--- config.mk ---
export PLATFORM = sky130hd
export DESIGN_NAME = spiflash_slave
export DESIGN_NICKNAME = d
export VERILOG_FILES = /design/src/rtl/spiflash_slave.sv
export SDC_FILE = /design/constraint.sdc
export NUM_CORES = 1
export LEC_CHECK = 0
export ABC_AREA = 1
export BUFFER_PORTS_ARGS = -buffer_cell sky130_fd_sc_hd__buf_2
export CAP_MARGIN = 40
export CORE_UTILIZATION = 45
export DETAILED_ROUTE_END_ITERATION = 10
export PLACE_DENSITY = 0.6
export SETUP_SLACK_MARGIN = 0.3
export SLEW_MARGIN = 10
export SYNTH_ARGS = -nofsm -noshare
export SYNTH_HDL_FRONTEND = slang
export SYNTH_SLANG_ARGS = --single-unit
--- constraint.sdc ---
create_clock -name clk -period 2 [get_ports clk]
set_input_delay 0.3 -clock clk [delete_from_list [all_inputs] [get_ports clk]]
set_output_delay 0.3 -clock clk [all_outputs]
set_load 0.05 [all_outputs]
--- src/rtl/spiflash_slave.sv ---
// SPI flash read slave: 0xAB wake-up, 0x03 streaming read, all logic on clk.
// Optional fast read (0x0B + FAST_DUMMY dummy clocks) when SPIFLASH_SLAVE_FASTREAD_EN is defined.
module spiflash_slave #(
    parameter int FAST_DUMMY = 8
) (
    input  logic        clk,
    input  logic        resetn,
    input  logic        spi_cs,
    input  logic        spi_sclk,
    input  logic        spi_mosi,
    output logic        spi_miso,
    output logic [23:0] mem_addr,
    input  logic [7:0]  mem_rdata,
    output logic        awake,
    output logic        busy
);

    typedef enum logic [2:0] {
        IDLE   = 3'd0,
        CMD    = 3'd1,
        ADDR   = 3'd2,
        DUMMY  = 3'd3,
        DATA   = 3'd4,
        IGNORE = 3'd5
    } state_t;

    state_t      state;
    logic        cs_q;
    logic        sclk_q;
    logic [2:0]  bitcnt;
    logic [4:0]  addrcnt;
    logic [22:0] shreg;
    logic        rise;
    logic        cs_fall;
    logic [7:0]  cmd_byte;
    logic [23:0] addr_next;

    if (FAST_DUMMY < 1 || FAST_DUMMY > 255) begin : g_bad_dummy
        $error("FAST_DUMMY must be in 1..255");
    end

`ifdef SPIFLASH_SLAVE_FASTREAD_EN
    logic       fast;
    logic [7:0] dcnt;
`endif

    assign rise      = spi_sclk & ~sclk_q;
    assign cs_fall   = ~spi_cs & cs_q;
    // Command and address include the bit arriving on the current rise.
    assign cmd_byte  = {shreg[6:0], spi_mosi};
    assign addr_next = {shreg, spi_mosi};

    assign spi_miso = (state == DATA) ? mem_rdata[3'd7 - bitcnt] : 1'b0;
    assign busy     = (state != IDLE);

    always_ff @(posedge clk) begin
        if (!resetn) begin
            state    <= IDLE;
            cs_q     <= 1'b1;
            sclk_q   <= 1'b1;
            bitcnt   <= 3'd0;
            addrcnt  <= 5'd0;
            shreg    <= 23'd0;
            mem_addr <= 24'd0;
            awake    <= 1'b0;
`ifdef SPIFLASH_SLAVE_FASTREAD_EN
            fast     <= 1'b0;
            dcnt     <= 8'd0;
`endif
        end else begin
            cs_q   <= spi_cs;
            sclk_q <= spi_sclk;
            if (spi_cs) begin
                state <= IDLE;
            end else begin
                case (state)
                    IDLE: begin
                        if (cs_fall) begin
                            state   <= CMD;
                            bitcnt  <= 3'd0;
                            addrcnt <= 5'd0;
`ifdef SPIFLASH_SLAVE_FASTREAD_EN
                            fast    <= 1'b0;
                            dcnt    <= 8'd0;
`endif
                        end
                    end
                    CMD: begin
                        if (rise) begin
                            shreg  <= addr_next[22:0];
                            bitcnt <= bitcnt + 3'd1;
                            if (bitcnt == 3'd7) begin
                                state <= IGNORE;
                                if (cmd_byte == 8'hAB) begin
                                    awake <= 1'b1;
                                end else if (cmd_byte == 8'h03 && awake) begin
                                    state <= ADDR;
`ifdef SPIFLASH_SLAVE_FASTREAD_EN
                                end else if (cmd_byte == 8'h0B && awake) begin
                                    state <= ADDR;
                                    fast  <= 1'b1;
`endif
                                end
                            end
                        end
                    end
                    ADDR: begin
                        if (rise) begin
                            shreg   <= addr_next[22:0];
                            addrcnt <= addrcnt + 5'd1;
                            if (addrcnt == 5'd23) begin
                                mem_addr <= addr_next;
                                bitcnt   <= 3'd0;
                                state    <= DATA;
`ifdef SPIFLASH_SLAVE_FASTREAD_EN
                                if (fast) begin
                                    state <= DUMMY;
                                    dcnt  <= 8'd0;
                                end
`endif
                            end
                        end
                    end
`ifdef SPIFLASH_SLAVE_FASTREAD_EN
                    DUMMY: begin
                        if (rise) begin
                            dcnt <= dcnt + 8'd1;
                            if (dcnt == 8'(FAST_DUMMY - 1)) begin
                                state  <= DATA;
                                bitcnt <= 3'd0;
                            end
                        end
                    end
`endif
                    DATA: begin
                        // bitcnt wraps 7 -> 0 on its own as the byte completes.
                        if (rise) begin
                            bitcnt <= bitcnt + 3'd1;
                            if (bitcnt == 3'd7) begin
                                mem_addr <= mem_addr + 24'd1;
                            end
                        end
                    end
                    IGNORE: begin
                    end
                    default: state <= IDLE;
                endcase
            end
        end
    end

endmodule
==> impl_metrics.toml <==
[critical_path]
worst_setup_path_start_kind = "flip-flop"
critical_path_peak_fanout = 7
required_ns = 1.70
cp_slowest_cell = "dfxtp_4"
criticalPathCategory = "flip-flop to output port"
max_stage_delay_ns = 0.38
cp.arrival_ns = 1.41
crit_path_cell_trace = "inv_4 -> nor2_2 -> o22ai_2 -> o21ai_2 -> a31oi_4 -> buf_6"
setup.worst_path.end_class = "output port"

[run]
drv_cap = 0

[route]
drt.antenna.violating_nets = 0
drt_iter0_drc = 196
finalWirelength_mm = 8.76
route.detailed.vias_per_inst = 5.17
num_vias = 3524
drt_wl_cell_um = 12.9
route.detailed.drc = 0
drtPass1Iterations = 5

[place]
io_buffers = 39
pre_cts_slack_ns = 0.203
gp_congestion = 0.985
dpl.cell_count = 658
dp.final_hpwl_mm = 5.89

[floorplanning]
design.core.area_mm2 = 0.00694
chipWidth_um = 87.6
initial_core_utilization = 0.475
die_area_mm2 = 0.00768
pin_count = 40
floorplan.die.height_um = 87.6
rows = 30

[sta]
clock-skew-final_ns = 0.00856
setup-tns-final_ns = 0
min_period_over_period = 0.857
report.final.slew_viol_count = 0
fmaxAchievable_mhz = 584
max_slew.worst_pin.slew_ns = 0.374
hold_violations = 0
hold-worst-slack_ns = 0.148
final_critical_path_setup_slack_ns = 0.287
slew-limit-headroom = 0.750
rsz0062_at_grt = "yes"
final_report_setup_violation_count = 0
finalWorstPathRequiredPeriod_ns = 1.71

[yosys]
post_synth_num_cell_types = 25
synthMostInstantiatedCell = "nand2_1"
syn_area_per_cell_um2 = 6.18
dominantRegCellSynth = "dfxtp_1"
synth-seq-cells = 61
synth_enable_flop_cells = 0
synth_area_leader_cell = "dfxtp_1"
gate_count_post_synth = 534
yosysWarnings = 0
netlist.area_leader.share = 0.370
postSynth.asyncResetShare = 0
yosys-top-cells-area = "dfxtp_1, nand2_1, nor2_1"
synth.yosys.seq_area_share = 0.370
syn_nets = 551
synth_commonest_cells = "nand2_1, nor2_1, inv_1"
netlist_area_mm2 = 0.00330

[final_layout]
layout-drive-gt1-share = 0.214
filler_cell_count = 673
nNetsFinal = 597
antenna_cells_inserted = 0
area_growth_syn_to_layout_pct = 24.9
layout.core_utilization = 0.593
final_cell_count_no_fill = 681

[clock_network]
cts_buffers = 9
clock_latency_on_the_worst_skew_pair_ns = 0.34
clk_root_buffer_cell = "clkbuf_8"
cts_num_sinks = 61
h-tree-depth = 3
cts.clk_slew.worst_paths_ns = 0.07
cts_tree = "built"
cts-root-to-sink-buffers = 2

[power]
vdd_drop_max_mv = 0.475
cellLeakagePower_nw = 1.54
power_density_mw_per_mm2 = 653

[global_routing]
grtUsageTotal = 0.231
grt_pass1_wl_mm = 13.6
grt_overflow_total = 0
grt_pass1_vias = 2992
largest_net_degree_at_the_start_of_global_routing = 47
antenna_found_initial = 0

[outcome]
result_of_the_run = "completed"

[hold_path]
holdCritPathClass = "input pin to flip-flop"
metrics by stage:
| stage | total power, mW | cell area (µm²) |
|---|---|---|
| 2_1_floorplan | 1.46 | 3320 |
| 6_report | 2.69 | 4120 |
| 5_1_grt | 2.81 | 4120 |
| 3_5_place_dp | 1.52 | 3600 |
| 3_3_place_gp | 1.52 | 3600 |
| 4_1_cts | 2.68 | 3830 |
path summary, 6_finish.rpt:
kind	from	cells past startpoint	slack [ns]	endpoint
worst min-delay path	spi_sclk	3	0.15	sclk_q
worst max register to register	bitcnt[0]	9	0.29	mem_addr[23]
worst max-delay path	bitcnt[0]	6	0.29	spi_miso
worst min register to register	shreg[22]	2	0.45	shreg[22]
layout by cell type (no fill, tap or decap), types with 4 or more instances in the layout:
cell type  instances
inv_1             60
o21ai_0           51
o21ai_1            5
nand3_1           27
dfxtp_1           52
nand2_1          115
nand4_1            4
nor2_2            11
dfxtp_2            8
nor3_1             6
nor2_1            77
o21ai_2            8
nor2_4             7
buf_2             38
nand2_2            6
a21oi_1           55
buf_4              8
clkbuf_8          12
repair_timing:
action	in CTS	in global routing
pin swaps	0	14
hold buffers	0	0
gates cloned	0	4
buffers inserted	0	3
gates resized for setup	10	68
setup endpoints to repair	25	36
layout make-up:
cell class	instances	area [µm²]	share of cell area
multi-input combinational	391	1950	0.473
sequential	61	1230	0.300
timing repair buffer	52	354	0.0859
inverter	64	248	0.0601
clock buffer	12	165	0.0401
tap	96	120	0.0292
clock inverter	4	45.0	0.0109
timing repair inverter	1	6.26	0.00152
power breakdown:
group          internal, mW  leakage [nW]  switching (mW)
clock network         0.671         0.112           0.487
registers              1.24         0.498          0.0236
logic                0.0896         0.932           0.185
total                  2.00          1.54           0.696
logic make-up after synthesis:
group,share of synthesized area
adders and majority gates,0.0152
buffers and inverters,0.0983
xor gates and xnor gates,0.00531
and+or+nand+nor,0.316
AOI/OAI and AO/OA,0.195
DFF,0.370
worst max-delay path: cells and delay by family (launching register included):
kind	cells	cell delay (ns)
buf+inv	2	0.25
simple gates	1	0.04
flops	1	0.38
compound gates	3	0.40
metal layers:
layer	vias to the layer above	wire, µm	global-route usage
met5	-	0	0
met4	0	253	0.110
met3	22	469	0.0443
met2	122	3980	0.366
met1	1565	4060	0.303
li1	1815	-	-
state kept, by name, summed over array words and instances, names as in the netlist:
| register | count |
|---|---|
| state | 3 |
| cs_q | 1 |
| addrcnt | 5 |
| sclk_q | 1 |
| awake | 1 |
| shreg | 23 |
| mem_addr | 24 |
| bitcnt | 3 |
(Power assumes the default switching activity.)
